**src/rtl/heartbeat_pkg.sv**
```systemverilog
// Shared definitions for the heartbeat beacon: FSM state encoding and frame constants.
package heartbeat_pkg;

    // Sync word length in bits; the word itself is a parameter of heartbeat_frame.
    localparam int unsigned PREAMBLE_LEN = 8;

    typedef enum logic [2:0] {
        ST_IDLE,
        ST_PRE,
        ST_PAY,
        ST_PAR,
        ST_GAP
    } hb_state_t;

    // Bits needed for a bit index that must count through the preamble,
    // the payload and the gap, whichever is longest.
    function automatic int unsigned idx_width(input int unsigned width,
                                              input int unsigned gap_bits);
        int unsigned longest;
        longest = PREAMBLE_LEN;
        if (width > longest) begin
            longest = width;
        end
        if (gap_bits > longest) begin
            longest = gap_bits;
        end
        return $clog2(longest);
    endfunction

endpackage

```
**src/rtl/heartbeat_bit_timer.sv**
```systemverilog
// Manchester bit timer: divides clk into half-bits of DIV clocks and tracks
// which half of the current bit is on the line.
module heartbeat_bit_timer #(
    parameter int unsigned DIV = 1
) (
    input  logic clk,
    input  logic rst_n,
    input  logic run,
    output logic phase,
    output logic half_tick,
    output logic bit_tick
);

    localparam int unsigned CW = (DIV > 1) ? $clog2(DIV) : 1;
    localparam logic [CW-1:0] LAST = CW'(DIV - 1);

    logic [CW-1:0] cnt;

    // Count clocks within a half-bit and flip the phase at each half-bit boundary;
    // held cleared while the frame logic is idle so every frame starts aligned.
    always_ff @(posedge clk or negedge rst_n) begin
        if (!rst_n) begin
            cnt   <= '0;
            phase <= 1'b0;
        end else if (!run) begin
            cnt   <= '0;
            phase <= 1'b0;
        end else if (cnt == LAST) begin
            cnt   <= '0;
            phase <= ~phase;
        end else begin
            cnt   <= cnt + 1'b1;
        end
    end

    assign half_tick = run && (cnt == LAST);
    assign bit_tick  = half_tick && phase;

endmodule

```
**src/rtl/heartbeat_frame.sv**
```systemverilog
// Heartbeat beacon: sends a free-running counter as Manchester-coded frames,
// either framed (preamble, payload, even parity, idle gap) or as a legacy
// back-to-back payload stream.
module heartbeat_frame
    import heartbeat_pkg::*;
#(
    parameter int unsigned WIDTH    = 8,
    parameter int unsigned DIV      = 1,
    parameter logic [7:0]  PREAMBLE = 8'hA5,
    parameter int unsigned GAP_BITS = 2
) (
`ifdef USE_POWER_PINS
    inout  wire  VDD,
    inout  wire  VSS,
`endif
    input  logic clk,
    input  logic rst_n,
    input  logic en,
    input  logic mode,
    output logic signal,
    output logic frame_start,
    output logic busy
);

    localparam int unsigned IDX_W = idx_width(WIDTH, GAP_BITS);
    localparam logic [IDX_W-1:0] LAST_PRE = IDX_W'(PREAMBLE_LEN - 1);
    localparam logic [IDX_W-1:0] LAST_PAY = IDX_W'(WIDTH - 1);
    localparam logic [IDX_W-1:0] LAST_GAP = (GAP_BITS == 0) ? '0 : IDX_W'(GAP_BITS - 1);

    hb_state_t        state, state_n;
    logic [IDX_W-1:0] idx, idx_n;
    logic [WIDTH-1:0] count, count_n;
    logic [WIDTH-1:0] shreg, shreg_n;
    logic             par_bit, par_n;
    logic             mode_lat, mode_n;
    logic             frame_end;
    logic             launch;
    logic             run;
    logic             phase, half_tick, bit_tick;
    logic             phase_n;
    logic             bit_n;
    logic             sig_n;

    assign run = (state != ST_IDLE);

    heartbeat_bit_timer #(
        .DIV (DIV)
    ) u_bit_timer (
        .clk       (clk),
        .rst_n     (rst_n),
        .run       (run),
        .phase     (phase),
        .half_tick (half_tick),
        .bit_tick  (bit_tick)
    );

    // Next-state, frame-boundary and next-line-value decode.
    // The output is registered, so the line value is computed from the
    // *next* position (state_n/idx_n/phase_n) to keep signal aligned with state.
    always_comb begin
        state_n   = state;
        idx_n     = idx;
        count_n   = count;
        shreg_n   = shreg;
        par_n     = par_bit;
        mode_n    = mode_lat;
        frame_end = 1'b0;
        launch    = 1'b0;

        case (state)
            ST_IDLE: begin
                launch = en;
            end
            ST_PRE: begin
                if (bit_tick) begin
                    if (idx == LAST_PRE) begin
                        state_n = ST_PAY;
                        idx_n   = '0;
                    end else begin
                        idx_n = idx + 1'b1;
                    end
                end
            end
            ST_PAY: begin
                if (bit_tick) begin
                    shreg_n = shreg << 1;
                    if (idx == LAST_PAY) begin
                        if (mode_lat) begin
                            frame_end = 1'b1;
                        end else begin
                            state_n = ST_PAR;
                            idx_n   = '0;
                        end
                    end else begin
                        idx_n = idx + 1'b1;
                    end
                end
            end
            ST_PAR: begin
                if (bit_tick) begin
                    if (GAP_BITS == 0) begin
                        frame_end = 1'b1;
                    end else begin
                        state_n = ST_GAP;
                        idx_n   = '0;
                    end
                end
            end
            ST_GAP: begin
                if (bit_tick) begin
                    if (idx == LAST_GAP) begin
                        frame_end = 1'b1;
                    end else begin
                        idx_n = idx + 1'b1;
                    end
                end
            end
            default: begin
                state_n = ST_IDLE;
                idx_n   = '0;
            end
        endcase

        // Frame end: advance the counter, then either chain straight into the
        // next frame (en still high) or drop back to idle; en low wins over mode.
        if (frame_end) begin
            count_n = count + 1'b1;
            launch  = en;
            if (!en) begin
                state_n = ST_IDLE;
                idx_n   = '0;
            end
        end

        // Frame start: sample mode and latch the payload (post-increment value
        // when chaining from a previous frame) together with its parity.
        if (launch) begin
            state_n = mode ? ST_PAY : ST_PRE;
            idx_n   = '0;
            mode_n  = mode;
            shreg_n = count_n;
            par_n   = ^count_n;
        end

        phase_n = phase ^ half_tick;

        case (state_n)
            ST_PRE:  bit_n = PREAMBLE[3'(LAST_PRE - idx_n)];
            ST_PAY:  bit_n = shreg_n[WIDTH-1];
            ST_PAR:  bit_n = par_n;
            default: bit_n = 1'b0;
        endcase

        // Manchester: first half carries the bit, second half its complement;
        // idle and gap stay flat low.
        if ((state_n == ST_PRE) || (state_n == ST_PAY) || (state_n == ST_PAR)) begin
            sig_n = bit_n ^ phase_n;
        end else begin
            sig_n = 1'b0;
        end
    end

    // State, datapath and registered outputs.
    always_ff @(posedge clk or negedge rst_n) begin
        if (!rst_n) begin
            state       <= ST_IDLE;
            idx         <= '0;
            count       <= '0;
            shreg       <= '0;
            par_bit     <= 1'b0;
            mode_lat    <= 1'b0;
            signal      <= 1'b0;
            frame_start <= 1'b0;
            busy        <= 1'b0;
        end else begin
            state       <= state_n;
            idx         <= idx_n;
            count       <= count_n;
            shreg       <= shreg_n;
            par_bit     <= par_n;
            mode_lat    <= mode_n;
            signal      <= sig_n;
            frame_start <= launch;
            busy        <= (state_n != ST_IDLE);
        end
    end

endmodule

```
**config.mk**
```make
export PLATFORM = sky130hd
export DESIGN_NAME = heartbeat_frame
export DESIGN_NICKNAME = d
export VERILOG_FILES = /design/src/rtl/heartbeat_pkg.sv /design/src/rtl/heartbeat_bit_timer.sv /design/src/rtl/heartbeat_frame.sv
export SDC_FILE = /design/constraint.sdc
export NUM_CORES = 1
export LEC_CHECK = 0
export CAP_MARGIN = 10
export CORE_ASPECT_RATIO = 0.9
export CORE_MARGIN = 1.5
export CORE_UTILIZATION = 50
export DETAILED_ROUTE_END_ITERATION = 8
export PLACE_DENSITY_LB_ADDON = 0.12
export SKIP_LAST_GASP = 1
export SLEW_MARGIN = 15
export SYNTH_ARGS = -nofsm -noshare
export SYNTH_HDL_FRONTEND = slang
export SYNTH_SLANG_ARGS = --single-unit
```
**constraint.sdc**
```tcl
create_clock -name clk -period 9.7 [get_ports clk]
set_input_delay 1.455 -clock clk [delete_from_list [all_inputs] [get_ports clk]]
set_output_delay 1.455 -clock clk [all_outputs]
set_load 0.02 [all_outputs]
```
Yosys cells after proc, flatten, opt, wreduce, memory -nomap -nowiden

Memory sizes are Yosys's and may differ from the RTL's.
Index checks and enable logic that the tools add are counted.

Reductions and logical operators: 12
Eq/ne operators: 10
$add $sub $neg: 4
Order comparisons: 1
Bitwise logic cells: 4
Multiplexer cells: 43

Operators with widths:

| kind                | count |
|---|---|
| $mux 3              | 20 |
| $mux 8              | 4 |
| $pmux 3 s5          | 1 |
| $mux 1              | 14 |
| $eq 3x2->1 const B  | 4 |
| $pmux 3 s4          | 1 |
| $eq 3x1->1 const B  | 3 |
| $add 8x1->8 const B | 1 |
| $reduce_xor 8->1    | 1 |
| $eq 3x3->1 const B  | 2 |
| $reduce_bool 3->1   | 2 |
| $lt 3x4->1 const B  | 1 |
| $reduce_bool 2->1   | 2 |
| $add 3x1->3 const B | 1 |
| $logic_not 3->1     | 1 |
| $pmux 1 s3          | 1 |
| $sub 3x3->3 const A | 1 |
| $logic_and 1x1->1   | 2 |
| $logic_or 1x1->1    | 2 |
| $mux 2              | 1 |
| $ne 2x2->1 const B  | 1 |
| $not 1->1           | 2 |
| $pmux 1 s2          | 1 |
| $reduce_and 2->1    | 1 |
| 3 further kinds     | 4 |

Bits in registers: 29
Input port bits: 4
Memories: 1
Bits in read-only memories: 8
Output and inout bits: 3

Memory list:

| name            | words | bits a word | read ports | clocked after memory_dff | write ports | line                   | RTL |
|---|---|---|---|---|---|---|---|
| (no name shown) | 8     | 1           | 1          | 0                        | 0           | heartbeat_frame.sv:148 | `ST_PRE: bit_n = PREAMBLE[3'(LAST_PRE - idx_n)];` |

Logic depth before layout (Yosys ltp)

Gate-level depths: netlist of run 1.

Depth after elaboration: 14
Mapped depth: 12
Mapped depth without buffers: 10

Hierarchy

Synthesis of run 1 repeated with hierarchy kept, for this count alone.

Cell total of the unflattened synthesis: 185
Area total of the unflattened synthesis: 1,780.5 um^2

Modules (own cells, without submodules):

| module              | area each (um^2) | cells an instance | instances | seq. area each (um^2) |
|---|---|---|---|---|
| heartbeat_frame     | 1,731.7          | 181               | 1         | 675.6 |
| heartbeat_bit_timer | 48.8             | 4                 | 1         | 25.0 |

Least setup slack after synthesis of run 1

Ideal clock, no wire load.

Path kind: flip-flop to flip-flop
Start point: register state[2]
End point: register signal
Stages on the path, launching flop included: 13
Buffers on the path: 2
Clock period less this slack: 3,132 ps
Setup time: 128 ps
Arrival: 3,004 ps
Slack: 6,568 ps
Cells stage by stage: dfrtp_1 > buf_2 > buf_1 > or3_1 > ha_1 > and4b_1 > o31ai_4 > inv_1 > nor3_2 > a2bb2oi_1 > o211a_1 > a31oi_1 > mux2_1

Elaborated cells between the ends (all ways): 50
Those cells by class: 1 x add/sub; 7 x eq/ne; 31 x mux; 2 x bitwise; 8 x reduce/logical; 1 x memory

RTL lines:

| item                         | line                                          | RTL |
|---|---|---|
| start, declared              | heartbeat_frame.sv:30                         | `hb_state_t state, state_n;` |
| start signal, assigned       | heartbeat_frame.sv:176                        | `state <= state_n;` |
| $reduce_bool 3->1            | heartbeat_frame.sv:44                         | `assign run = (state != ST_IDLE);` |
| $logic_and 1x1->1            | heartbeat_bit_timer.sv:36                     | `assign half_tick = run && (cnt == LAST);` |
| $logic_and 1x1->1            | heartbeat_bit_timer.sv:37                     | `assign bit_tick = half_tick && phase;` |
| $mux 1 (on tied branches)    | heartbeat_frame.sv:110, heartbeat_frame.sv:85 |  |
| $pmux 1 s2                   | heartbeat_frame.sv:70                         | `case (state)` |
| $mux 1 *                     | heartbeat_frame.sv:126                        | `if (frame_end) begin` |
| named net launch             | heartbeat_frame.sv:37                         | `logic launch;` |
| $mux 3                       | heartbeat_frame.sv:137                        | `if (launch) begin` |
| $sub 3x3->3                  | heartbeat_frame.sv:148                        |  |
| $mem_v2 8x1                  | n/a                                           |  |
| $mux 1 (not written as such) | heartbeat_frame.sv:148                        |  |
| $pmux 1 s3                   | heartbeat_frame.sv:147                        | `case (state_n)` |
| $xor 1x1->1                  | heartbeat_frame.sv:157                        | `sig_n = bit_n ^ phase_n;` |
| $mux 1 *                     | heartbeat_frame.sv:156                        | `if ((state_n == ST_PRE) \|\| (state_n == ST_PAY) \|\| (state_n == ST_PAR)) begin` |
| named net sig_n              | heartbeat_frame.sv:42                         | `logic sig_n;` |
| end signal, assigned         | heartbeat_frame.sv:182                        | `signal <= sig_n;` |
| end, declared                | heartbeat_frame.sv:20                         | `output logic signal,` |

The timed path passes the listed nets; every way through them passes the cells marked *. The select of a mux whose other input is x is not followed.
A chain may end at the register's enable or synchronous reset.

Worst setup path in the final report of run 1

Ends and elaborated chain as after synthesis.

==> out/metrics.yaml, run 1 <==
run_status:
  status: "complete, no violations"
pwr:
  seq_power_share_pct: 36.2
  pwr-share-clk_pct: 15.9
  p_int_mw: 0.3348
  irDropWorstVdd_v: 0.0002056
  powerDensity_nw_per_um2: 286.7
  leakage_nw: 0.9110
  power.switching_mw: 0.2341
  power_frac_comb_pct: 47.9
  p_sw_share_pct: 41.15
sta:
  finalWorstSetupSlack_ns: 5.857
  layout_min_cycle_time_ns: 3.843
  finalSetupViolations: 0
  clock_skew_ns: 0.002510
  final.period_utilization_pct: 39.62
  final-hold-violation-count: 0
  max_freq_ghz: 0.2602
  relSlewSlack_pct: 55.56
  setup_tns_ns: 0
  rsz0062_at_grt: "false"
  tightest_slew_ns: 0.6666
  drv_slew: 0
worst_setup_path:
  end_kind: "flop"
  cp-startpoint: "state[2]"
  cp.arrival_ns: 4.01
  path_max_fanout: 22
  start_kind: "flop"
  criticalPathCategory: "flop to flop"
  r2r-start: "state[2]"
  cp_data_required_time_ns: 9.86
final_layout:
  area_growth_pct: 8.185
  fin_util_pct: 57.46
  final_nets: 205
  num_antenna_cells: 0
  stdcell_area_um2: 1984
  drive_gt1_share_pct: 8.854
  final_cells: 236
  fill_cells: 295
synth:
  yosysSeqAreaShare_pct: 38.20
  synthSimpleGateAreaFrac_pct: 26.06
  ys_ff_latch: 28
  synth-compound-area-share_pct: 13.37
  synth_cell_type_count: 52
  syn_inst: 190
  netlist_area_um2: 1834
  synthXorXnorAreaFrac_pct: 8.254
  synth_edf_count: 0
  ys_async_sr_fraction_pct: 100.0
  synth_fp_nets: 202
  syn_area_per_cell_um2: 9.654
  synth.area.mux_share_pct: 4.843
  ys_warn_count: 0
  synth-adder-area-share_pct: 5.457
  synth_top_family_by_area: "simple AND/OR/NAND/NOR gates"
  synthFlopType: "dfrtp_1"
clock_tree:
  cts-resized-gates: 0
  clkTransAtPathRegs_ns: 0.09
  holdBufCountCts: 0
  cts_setup_buffers: 0
  cts-buffers-inserted: 3
  cts.path.max_buffers: 2
  root_buffer: "clkbuf_8"
  cts_tree: "done"
  htree_levels: 1
  clk_latency_ns: 0.27
  clock_sinks: 28
placed_design:
  port-buffer-count: 6
  hpwlAfterDp_um: 2732
  numPlacedInstances: 232
  dp_slack_ns: 5.895
  dpl-instance-area_um2: 1913
  gp_congestion: 0.8913
grt:
  track_usage_pct: 20.22
  grt_pass1_wl_um: 6161
  overflow: 0
  antenna_found_initial: 0
  grt_pass1_vias: 1293
  grt_max_degree: 29
floorplan:
  core_region_area_um2: 3453
  die-area_um2: 4041
  fp.dieH_um: 60.46
  initial_core_util_pct: 53.12
  row_count: 20
  ios: 7
  die_w_um: 66.85
drt:
  drt_iter0_markers: 85
  drc: 0
  drt_wl_total_um: 3656
  vias: 1387
  routed_via_density: 5.877
  drt-pass1-iter-count: 4
  wl_per_cell_um: 15.49
  ant_nets: 0
worst_hold_path:
  worstHoldStart: "shreg[0]"
  min_path_type: "flop to flop"
run:
  cap_viol_max_count: 0
through the flow:
stage	hold WS, ns	power, mW
final	0.5364	0.5689
after global routing	0.5425	0.6118
after CTS	0.5298	0.5699
after detailed placement	0.5053	0.4781
after global placement	0.4954	0.4701
after floorplan	0.4564	0.4153
cell families (layout without fill, tap and decap cells):
logic type,Yosys count,in the layout
xor gates and xnor gates,14,14
and+or+nand+nor,80,80
buffers and inverters,16,18
adders and majority gates,8,8
DFF,28,28
muxes,8,8
AOI/OAI and AO/OA,36,36
cells in the mapped netlist, types with 3 or more instances:
master     n  area, um2
a31oi_1    7      43.79
nor2_1    12      45.04
o21ai_0    5      25.02
inv_1      7      26.28
nor3_1     4      20.02
nand3b_1   3      22.52
nand2_1   22      82.58
nand3_1   11      55.05
mux2i_1    4      40.04
xor2_1     6      52.55
nor2b_1    3      18.77
dfrtp_1   28      700.7
a21oi_1    9      45.04
clkbuf_1   4      15.01
xnor2_1    5      43.79
ha_1       8      100.1
and3_1     3      18.77
worst max-delay path, stage by stage, from the launching register on:
cell and delay, ns:
dfrtp_1 0.60, or3_1 0.51, ha_1 0.34, and4b_1 0.30, o31ai_4 0.60, inv_1 0.29, nor3_2 0.36, a2bb2oi_1 0.11
o211a_1 0.14, a31oi_1 0.16, mux2_1 0.33
layout by cell type, fill, tap and decap left out, types with 3 or more instances in the layout:
cell type and count:
dfrtp_1 28, nand2_1 22, nor2_1 12, nand3_1 11, a21oi_1 9, ha_1 8, inv_1 7, a31oi_1 7
xor2_1 6, clkdlybuf4s50_1 6, xnor2_1 5, o21ai_0 5, nor3_1 4, mux2i_1 4, nand3b_1 3, nor2b_1 3
and3_1 3, clkbuf_8 3
power groups by stage:
stage	clock network, mW	registers, mW	logic [mW]
floorplan	0	0.187	0.228
global placement	0	0.205	0.265
detailed placement	0	0.207	0.271
CTS	0.0930	0.205	0.272
global route	0.0971	0.212	0.302
finish	0.0904	0.206	0.273
state kept, by name (all words and copies together) (netlist names):
signal / cells
state: 3
shreg: 8
count: 8
frame_start: 1
idx: 3
busy: 1
par_bit: 1
signal: 1
u_bit_timer.phase: 1
mode_lat: 1
final timing paths:
path / slack [ns] / endpoint / cells after the start
min in group asynchronous: 1.56 / busy / 2
max in group asynchronous: 7.87 / shreg[0] / 2
min reg2reg: 0.54 / shreg[0] / 2
max: 5.86 / signal / 10
min: 0.54 / shreg[0] / 2
max reg2reg: 5.86 / signal / 10
final cells by class:
cell class	count	area, um2	area share [%]
clock inverter	1	30.03	1.513
inverter	7	26.28	1.324
sequential	28	700.7	35.31
multi-input combinational	146	1064	53.59
tap	44	55.05	2.774
clock buffer	3	41.29	2.081
timing repair buffer	7	67.56	3.405
metal layers:
metal / vias up / track usage [%] / wire length [um]
met3: 2 / 4.082 / 179
li1: 685 / - / -
met5: - / 0 / 0
met2: 33 / 31.57 / 1659
met4: 0 / 2.624 / 19
met1: 667 / 30.20 / 1798
(Power assumes the default switching activity.)
==> run 2: changes to the inputs <==
Clock period 9.7 ns to 3.3 ns, I/O delays scaled along.
==> out/metrics.yaml, run 2 (synthesized netlist as in run 1, its figures left out) <==
run_status:
  status: "complete, no violations"  # unchanged
final_layout:
  drive_gt1_share_pct: 10.71  # was 8.854%
  top_regs: "count x8, shreg x8"  # unchanged
  final_common_cell: "dfrtp_1"  # unchanged
  final_cell_mix: "28 x dfrtp_1, 22 x nand2_1, 12 x nor2_1"  # unchanged
  area_growth_pct: 8.936  # was 8.185%
  final_nets: 209  # was 205
  num_antenna_cells: 0  # unchanged
sta:
  layout_min_cycle_time_ns: 3.006  # was 3.843 ns
  clock_skew_ns: 0.005737  # was 0.002510 ns
  finalSetupViolations: 0  # unchanged
  rsz0062_at_grt: "false"  # unchanged
  holdWs_ns: 0.5313  # was 0.5364 ns
  final.period_utilization_pct: 91.10  # was 39.62%
  tightest_slew_ns: 0.6184  # was 0.6666 ns
  relSlewSlack_pct: 58.19  # was 55.56%
  final-hold-violation-count: 0  # unchanged
  max_freq_ghz: 0.3326  # was 0.2602 GHz
  drv_slew: 0  # unchanged
  setup_tns_ns: 0  # unchanged
clock_tree:
  root_buffer: "clkbuf_8"  # unchanged
  clkTransAtPathRegs_ns: 0.08  # was 0.09 ns
  cts_setup_buffers: 0  # unchanged
  cts-buffers-inserted: 3  # unchanged
  cts.path.max_buffers: 2  # unchanged
  cts_tree: "done"  # unchanged
  clk_latency_ns: 0.27  # about the same
  clock_sinks: 28  # unchanged
  htree_levels: 1  # unchanged
  cts-resized-gates: 0  # unchanged
  holdBufCountCts: 0  # unchanged
run:
  cap_viol_max_count: 0  # unchanged
pwr:
  leakage_nw: 0.9236  # was 0.9110 nW
  powerDensity_nw_per_um2: 827.2  # was 286.7 nW/um2
  irDropWorstVdd_v: 0.0006047  # was 0.0002056 V
drt:
  ant_nets: 0  # unchanged
  routed_via_density: 5.821  # was 5.877
  drt_iter0_markers: 64  # was 85
  drc: 0  # unchanged
  wl_per_cell_um: 15.53  # was 15.49 um
  vias: 1397  # was 1387
  drt-pass1-iter-count: 4  # unchanged
  drt_wl_total_um: 3726  # was 3656 um
floorplan:
  core_region_area_um2: 3453  # unchanged
  row_count: 20  # unchanged
  die-area_um2: 4041  # unchanged
  fp.dieH_um: 60.46  # unchanged
  initial_core_util_pct: 53.12  # unchanged
  ios: 7  # unchanged
  die_w_um: 66.85  # unchanged
worst_setup_path:
  path_max_fanout: 13  # was 22
  start_kind: "flop"  # unchanged
  criticalPathCategory: "flop to flop"  # unchanged
  end_kind: "flop"  # unchanged
  cp_data_required_time_ns: 3.46  # was 9.86 ns
  cp.arrival_ns: 3.16  # was 4.01 ns
grt:
  grt_max_degree: 29  # unchanged
  track_usage_pct: 20.69  # was 20.22%
  grt_pass1_vias: 1323  # was 1293
  grt_pass1_wl_um: 6230  # was 6161 um
  antenna_found_initial: 0  # unchanged
  overflow: 0  # unchanged
placed_design:
  port-buffer-count: 6  # unchanged
  gp_congestion: 0.8918  # was 0.8913
  hpwlAfterDp_um: 2886  # was 2732 um
worst_hold_path:
  min_path_type: "flop to flop"  # unchanged
-- run 2: cell types whose count changed in the layout (fill, tap and decap cells not counted) --
cell       previous run  this run
buf_4                 1         5
bufinv_16             1         0
clkbuf_8              3         4
-- run 2: worst paths after layout --
| check | from | endpoint | slack [ns] | cells after the start |
|---|---|---|---|---|
| worst max-delay path | state[2] | signal | 0.29 | 10 |
| worst min-delay path | shreg[0] | shreg[0] | 0.53 | 2 |
| worst max register to register | state[2] | signal | 0.29 | 10 |
| worst min register to register | shreg[0] | shreg[0] | 0.53 | 2 |
| max in group asynchronous | rst_n | idx[0] | 2.44 | 2 |
| min in group asynchronous | rst_n | count[7] | 0.59 | 2 |
-- run 2: per-layer routing --
layer | up-vias | global-route usage [%] | wire length (um) | part of all wire [%]
met5 | - | 0 | 0 | 0
met4 | 0 | 4.956 | 30 | 0.81
met3 | 4 | 4.638 | 158 | 4.2
met2 | 32 | 32.71 | 1702 | 46
met1 | 674 | 29.33 | 1834 | 49
li1 | 687 | - | - | -
-- run 2: area by class of cell --
cell class / count / area (um2)
timing repair buffer: 11 / 97.59
tap: 44 / 55.05
clock buffer: 4 / 55.05
fill: 291 / 1455
sequential: 28 / 700.7
multi-input combinational: 146 / 1064
inverter: 7 / 26.28
-- run 2: through the flow --
step	util, %	area, um2	instances	power, mW	setup slack [ns]
floorplan	-	1834	190	1.221	0.1681
finish	57.86	1998	240	1.653	0.2937
global placement	56.27	1943	236	1.416	0.4344
CTS	57.86	1998	240	1.663	0.2893
detailed placement	56.27	1943	236	1.448	0.3080
global route	57.86	1998	240	1.784	0.1434
-- run 2: worst max-delay path, cell delays in order, from the launching register on --
cell	delay, ns
dfrtp_1	0.38
or3_1	0.42
ha_1	0.35
and4b_1	0.29
o31ai_4	0.23
inv_1	0.16
nor3_2	0.32
a2bb2oi_1	0.12
o211a_1	0.14
a31oi_1	0.16
mux2_1	0.33
-- run 2: power breakdown --
| group | leakage (nW) | switching [mW] | internal [mW] |
|---|---|---|---|
| combinational | 0.539 | 0.525 | 0.386 |
| clock | 0.0288 | 0.0973 | 0.107 |
| sequential | 0.356 | 0.0729 | 0.464 |
==> run 3: changes to the inputs <==
Settings changed: CAP_MARGIN 10 to default, SLEW_MARGIN 15 to 5.
==> results of run 3 <==
Same layout as run 2: the final DEF is identical, and so are final timing and power.
